`src/rtl/alu_flag_stage_if.sv`:
```
`default_nettype none
// ============================================================================
//  Module   : alu_flag_stage_if
//  Brief    : Handshake bundle between the ALU datapath, the flag stage and
//             the downstream consumer (input side plus output side).
//  Revision : 1.0 - initial release
// ============================================================================
interface alu_flag_stage_if #(
    parameter int WIDTH = 32
);
    // Producer -> stage
    logic             in_valid;
    logic             in_ready;
    logic [WIDTH-1:0] in_result;
    logic             in_carry;
    logic             in_ovf;
    logic [3:0]       in_flag_mask;

    // Stage -> consumer
    logic             out_valid;
    logic             out_ready;
    logic [WIDTH-1:0] out_result;
    logic [3:0]       flags;

    // Environment side: drives the ALU inputs and the consumer ready
    modport master (
        output in_valid,
        output in_result,
        output in_carry,
        output in_ovf,
        output in_flag_mask,
        output out_ready,
        input  in_ready,
        input  out_valid,
        input  out_result,
        input  flags
    );

    // Flag stage side
    modport slave (
        input  in_valid,
        input  in_result,
        input  in_carry,
        input  in_ovf,
        input  in_flag_mask,
        input  out_ready,
        output in_ready,
        output out_valid,
        output out_result,
        output flags
    );
endinterface
`default_nettype wire

```
`src/rtl/alu_flag_stage.sv`:
```
`default_nettype none
// ============================================================================
//  Module   : check_zero
//  Brief    : 32-bit zero detector used to derive the Z flag.
//  Revision : 1.0 - initial release
// ============================================================================
module check_zero (
    input  wire logic [31:0] a,
    output logic             z
);
    assign z = (a == 32'd0);
endmodule

// ============================================================================
//  Module   : alu_flag_stage
//  Brief    : Single-entry registered output stage behind the ALU. Holds the
//             result, the masked ZNCV flag register, a sticky overflow bit
//             and a wrapping completed-operation counter.
//  Revision : 1.0 - initial release
// ============================================================================
module alu_flag_stage #(
    parameter int WIDTH = 32,
    parameter int CNT_W = 16
) (
    input  wire logic             clk,
    input  wire logic             rst,
    alu_flag_stage_if.slave       bus,
    input  wire logic             clr_sticky,
    output logic                  sticky_v,
    output logic [CNT_W-1:0]      op_count
);
    // Occupancy of the single pipeline register
    localparam logic [0:0] S_EMPTY = 1'b0;
    localparam logic [0:0] S_FULL  = 1'b1;

    logic [0:0]       r_state;
    logic [WIDTH-1:0] r_result;
    logic [3:0]       r_flags;
    logic             r_sticky;
    logic [CNT_W-1:0] r_count;

    logic             w_in_ready;
    logic             w_accept;
    logic             w_zero;
    logic [3:0]       w_derived;
    logic [3:0]       w_flags_next;

    // The register frees up in the same cycle the consumer takes it
    assign w_in_ready = (r_state == S_EMPTY) || bus.out_ready;
    assign w_accept   = bus.in_valid && w_in_ready;

    generate
        if (WIDTH == 32) begin : g_zero_32
            check_zero u_check_zero (
                .a (bus.in_result),
                .z (w_zero)
            );
        end else begin : g_zero_generic
            assign w_zero = ~|bus.in_result;
        end
    endgenerate

    // Flag order is {Z,N,C,V}; masked-off bits keep their previous value
    assign w_derived    = {w_zero, bus.in_result[WIDTH-1], bus.in_carry, bus.in_ovf};
    assign w_flags_next = (w_derived & bus.in_flag_mask) | (r_flags & ~bus.in_flag_mask);

    // Occupancy FSM: accept fills (or refills), drain without accept empties
    always_ff @(posedge clk or posedge rst) begin
        if (rst) begin
            r_state <= S_EMPTY;
        end else begin
            case (r_state)
                S_EMPTY: if (w_accept) r_state <= S_FULL;
                S_FULL:  if (bus.out_ready && !w_accept) r_state <= S_EMPTY;
                default: r_state <= S_EMPTY;
            endcase
        end
    end

    // Result, flags and counter only move on accept, so unaccepted inputs never leak in
    always_ff @(posedge clk or posedge rst) begin
        if (rst) begin
            r_result <= '0;
            r_flags  <= 4'b0000;
            r_count  <= '0;
        end else if (w_accept) begin
            r_result <= bus.in_result;
            r_flags  <= w_flags_next;
            r_count  <= r_count + CNT_W'(1);
        end
    end

    // Sticky overflow: a qualifying overflow beats a same-cycle clear
    always_ff @(posedge clk or posedge rst) begin
        if (rst) begin
            r_sticky <= 1'b0;
        end else if (w_accept && bus.in_flag_mask[0] && bus.in_ovf) begin
            r_sticky <= 1'b1;
        end else if (clr_sticky) begin
            r_sticky <= 1'b0;
        end
    end

    assign bus.in_ready   = w_in_ready;
    assign bus.out_valid  = (r_state == S_FULL);
    assign bus.out_result = r_result;
    assign bus.flags      = r_flags;
    assign sticky_v       = r_sticky;
    assign op_count       = r_count;
endmodule
`default_nettype wire

```
`src/flat_wrapper.sv`:
```
// flat-port wrapper written by rule: the top's interface ports become plain ports
module alu_flag_stage_flat 
#(
    parameter int WIDTH = 32,
    parameter int CNT_W = 16
)
  (clk, rst, clr_sticky, sticky_v, op_count, bus_in_valid, bus_in_result, bus_in_carry, bus_in_ovf, bus_in_flag_mask, bus_out_ready, bus_in_ready, bus_out_valid, bus_out_result, bus_flags);
  alu_flag_stage_if #(.WIDTH(WIDTH)) bus_i ();
  input  wire logic clk;
  input  wire logic rst;
  input  wire logic clr_sticky;
  output logic sticky_v;
  output logic [CNT_W-1:0] op_count;
  input wire logic [$bits(bus_i.in_valid)-1:0] bus_in_valid;
  input wire logic [$bits(bus_i.in_result)-1:0] bus_in_result;
  input wire logic [$bits(bus_i.in_carry)-1:0] bus_in_carry;
  input wire logic [$bits(bus_i.in_ovf)-1:0] bus_in_ovf;
  input wire logic [$bits(bus_i.in_flag_mask)-1:0] bus_in_flag_mask;
  input wire logic [$bits(bus_i.out_ready)-1:0] bus_out_ready;
  output wire logic [$bits(bus_i.in_ready)-1:0] bus_in_ready;
  output wire logic [$bits(bus_i.out_valid)-1:0] bus_out_valid;
  output wire logic [$bits(bus_i.out_result)-1:0] bus_out_result;
  output wire logic [$bits(bus_i.flags)-1:0] bus_flags;
  assign bus_i.in_valid = bus_in_valid;
  assign bus_i.in_result = bus_in_result;
  assign bus_i.in_carry = bus_in_carry;
  assign bus_i.in_ovf = bus_in_ovf;
  assign bus_i.in_flag_mask = bus_in_flag_mask;
  assign bus_i.out_ready = bus_out_ready;
  assign bus_in_ready = bus_i.in_ready;
  assign bus_out_valid = bus_i.out_valid;
  assign bus_out_result = bus_i.out_result;
  assign bus_flags = bus_i.flags;
  alu_flag_stage #(.WIDTH(WIDTH), .CNT_W(CNT_W)) u_core (.clk(clk), .rst(rst), .bus(bus_i), .clr_sticky(clr_sticky), .sticky_v(sticky_v), .op_count(op_count));
endmodule
```
`config.mk`:
```
export PLATFORM = sky130hd
export DESIGN_NAME = alu_flag_stage_flat
export DESIGN_NICKNAME = d
export VERILOG_FILES = /design/src/rtl/alu_flag_stage_if.sv /design/src/rtl/alu_flag_stage.sv /design/src/flat_wrapper.sv
export SDC_FILE = /design/constraint.sdc
export NUM_CORES = 1
export LEC_CHECK = 0
export ABC_CLOCK_PERIOD_IN_PS = 2300
export BUFFER_PORTS_ARGS = -buffer_cell sky130_fd_sc_hd__buf_2
export CAP_MARGIN = 15
export CELL_PAD_IN_SITES_DETAIL_PLACEMENT = 1
export CELL_PAD_IN_SITES_GLOBAL_PLACEMENT = 2
export CORE_ASPECT_RATIO = 0.5
export CORE_MARGIN = 8
export CORE_UTILIZATION = 27
export CTS_CLUSTER_DIAMETER = 80
export CTS_CLUSTER_SIZE = 20
export DETAILED_ROUTE_END_ITERATION = 16
export PLACE_DENSITY = 0.86
export SLEW_MARGIN = 30
export SYNTH_ARGS = -nofsm -noshare
export SYNTH_HDL_FRONTEND = slang
export SYNTH_SLANG_ARGS = --single-unit
export TNS_END_PERCENT = 50
```
`constraint.sdc`:
```
create_clock -name clk -period 2.3 [get_ports clk]
set_clock_uncertainty 0.15 [all_clocks]
set_input_delay 0.23 -clock clk [delete_from_list [all_inputs] [get_ports clk]]
set_output_delay 0.23 -clock clk [all_outputs]
set_load 0.02 [all_outputs]
```
==> flow_metrics.py <==
metrics = {
    "global_route": {
        "grt_max_degree": 36,
        "grt_pass1_vias": 2320,
        "grt_antenna_before_repair": 0,
        "overflow": 0,
        "grt_pass1_wl_um": 12000,
        "grt_use_total": 0.132,
    },
    "drt": {
        "wl_per_cell_um": 15.6,
        "wirelength_um": 7220,
        "antenna_left": 0,
        "vias": 2025,
        "dr.pass1.iters": 4,
        "route.detailed.drc": 0,
        "vias_per_cell": 4.38,
        "drtIter0Drc": 141,
    },
    "yosys": {
        "syn_nets": 276,
        "syn_inst": 232,
        "synth_top_area_frac": 0.605,
        "seq_area_frac_synth": 0.605,
        "yosysUniqueCellTypes": 23,
        "ys_top_cells_by_area": "dfrtp_1 (61%), nand2_1 (18%), xor2_1 (3.5%)",
        "syn_area_per_cell_um2": 9.62,
        "synth_top_area_cell": "dfrtp_1",
        "syn_area_mm2": 0.00223,
        "ys_seq_elements": 54,
        "yosysWarnings": 0,
    },
    "hold_path": {
        "min-delay-start": "bus_in_result[11]",
        "whs_endpoint": "u_core.bus.out_result[11]$_DFFE_PP0P_",
        "hp-class": "input port to flop",
        "min_path_cells": 3,
    },
    "clock_network": {
        "cts-buffers-inserted": 5,
        "cts_root_buf": "clkbuf_16",
        "cts_sinks": 54,
        "clock_latency_ns": 0.29,
        "htreeDepth": 2,
        "cts_setup_buffers": 0,
        "clkTransAtPathRegs_ns": 0.07,
        "cts_buffer_depth": 2,
        "cts_resized": 0,
        "cts_hold_buf": 16,
        "cts_tree": "built",
    },
    "worst_setup_path": {
        "arrival_ns": 1.80,
        "critPathKind": "flop to flop",
        "start_kind": "flop",
        "ff2ff_setup_slack_ns": 0.56,
        "critPathTopFamily": "simple AND/OR/NAND/NOR gates",
        "critPathMaxStageDelay_ns": 0.43,
        "crit_buf_inv": 0,
        "crit_chain": "ha_1, and2_1, nand4_1, nor3_1, xor2_1",
        "rr_startpoint": "u_core.op_count[0]$_DFFE_PP0P_",
        "critPathSlowestCell": "dfrtp_1",
        "r2r_cells": 5,
        "crit_required_ns": 2.37,
        "cp_max_fo": 5,
        "end_kind": "flop",
        "rr_endpoint": "u_core.op_count[12]$_DFFE_PP0P_",
    },
    "placed_design": {
        "dp_hpwl_um": 5510,
        "gp_congestion": 0.744,
        "port_buffers": 97,
        "dpl.cell_count": 438,
    },
    "die": {
        "rows": 23,
        "io_pins": 98,
        "core_mm2": 0.00800,
        "die_w_um": 145,
        "start_util": 0.279,
        "fp.dieH_um": 80.3,
        "die_area_mm2": 0.0116,
    },
    "power_and_ir_drop": {
        "p_leak_uw": 0.00173,
        "pwr_density_cell_mw_per_mm2": 852,
        "irDropWorstVdd_uv": 310,
    },
    "sta": {
        "setup_viol": 0,
        "finalSetupTns_ns": 0,
        "fin_crit_ns": 1.74,
        "finalHoldViolCount": 0,
        "drv_slew": 0,
        "maxSlewHeadroom": 0.608,
        "tightestPinTransition_ns": 0.587,
        "fmax_mhz": 575,
        "finalCritPeriodShare": 0.756,
        "rsz0062_at_grt": "false",
    },
    "final_layout": {
        "fillers": 979,
        "multiInputGateArea_um2": 835,
        "antenna_cells": 0,
        "seqCellArea_mm2": 0.00135,
        "fin_cells": 462,
        "area_growth_syn_to_layout_pct": 43.1,
        "drive_gt1_frac": 0.337,
        "final_nets": 393,
    },
    "outcome": {
        "status": "finished clean",
    },
    "job": {
        "cap_violations": 0,
    },
}
## state kept, by name (all words and copies together), names as in the netlist, named ones only
register / cells
u_core.bus.out_result: 32
u_core.bus.out_valid: 1
u_core.op_count: 16
u_core.sticky_v: 1
## through the flow
step           instance area (um2)  hold slack (ns)  worst slack (ns)  utilization  power (uW)
4_1_cts                       3190         0.000144             0.550        0.399        2770
2_1_floorplan                 2230            0.185             0.605            -        1580
3_5_place_dp                  2870            0.185             0.553        0.359        1880
3_3_place_gp                  2870            0.170             0.727        0.359        1850
6_report                      3190          0.00116             0.561        0.399        2720
5_1_grt                       3190          0.00115             0.422        0.399        2870
## worst max path at each step
stage,start,endpoint,depth (start not counted)
3_5_place_dp,u_core.op_count[0]$_DFFE_PP0P_,u_core.op_count[12]$_DFFE_PP0P_,5
6_report,u_core.op_count[0]$_DFFE_PP0P_,u_core.op_count[12]$_DFFE_PP0P_,5
3_3_place_gp,u_core.bus.out_valid$_DFF_PP0_,u_core.op_count[4]$_DFFE_PP0P_,5
4_1_cts,u_core.op_count[0]$_DFFE_PP0P_,u_core.op_count[12]$_DFFE_PP0P_,5
5_1_grt,u_core.op_count[0]$_DFFE_PP0P_,u_core.op_count[12]$_DFFE_PP0P_,5
2_1_floorplan,rst,asynchronous set/reset pin,1
## tightest hold or removal path, delay by kind of cell
kind,cells,cell delay [ns]
buffers and inverters,1,0.09
AND/OR/NAND/NOR,2,0.09
## area by class of cell
cell class / instances / area share
sequential: 54 / 0.423
multi-input combinational: 167 / 0.261
timing repair buffer: 117 / 0.215
tap: 112 / 0.0439
clock buffer: 5 / 0.0392
clock inverter: 3 / 0.0125
inverter: 4 / 0.00470
## per-layer routing
metal | track usage | routed length (um) | up-vias
met1 | 0.135 | 2660 | 1013
li1 | - | - | 977
met5 | 0 | 0 | -
met2 | 0.262 | 4220 | 26
met4 | 0.0412 | 112 | 0
met3 | 0.0308 | 226 | 9
## layout by cell type, fill, tap and decap left out, types with 2 or more instances in the layout
| cell | count |
|---|---|
| buf_2 | 97 |
| inv_1 | 3 |
| xnor2_1 | 6 |
| mux2_2 | 3 |
| nand3_1 | 4 |
| dlygate4sd3_1 | 16 |
| nand2_1 | 109 |
| xor2_1 | 9 |
| clkinv_2 | 2 |
| nor2_1 | 4 |
| nor4_1 | 10 |
| and2_1 | 2 |
| nand4_1 | 5 |
| clkbuf_16 | 5 |
| nor3_1 | 6 |
| buf_4 | 3 |
| dfrtp_1 | 54 |
## cell usage after synthesis, drive strengths merged
| cell type | number |
|---|---|
| nand3 | 5 |
| nor4 | 10 |
| and3 | 1 |
| buf | 4 |
| nor2 | 4 |
| xor2 | 9 |
| nand4 | 6 |
| nand2 | 109 |
| xnor2 | 6 |
| clkbuf | 3 |
| mux2 | 3 |
| o21ai | 1 |
| a21bo | 1 |
| and2 | 2 |
| nor3 | 6 |
| ha | 1 |
| inv | 4 |
| dfrtp | 54 |
| nand2b | 2 |
| or2 | 1 |
## power by group
part / total [uW] / switching (uW) / internal (uW) / leakage, uW
combinational: 651 / 413 / 238 / 0.000976
sequential: 1220 / 130 / 1090 / 0.000669
clock: 854 / 344 / 510 / 0.0000836
## cell families after synthesis
group / synth area share
AO/OA/AOI/OAI: 0.00672
flip-flops: 0.605
adder cells (fa/ha/maj): 0.00560
AND/OR/NAND/NOR: 0.288
multiplexers: 0.0151
XOR/XNOR: 0.0589
buffers and inverters: 0.0207
Power figures use the tool's default switching activity.
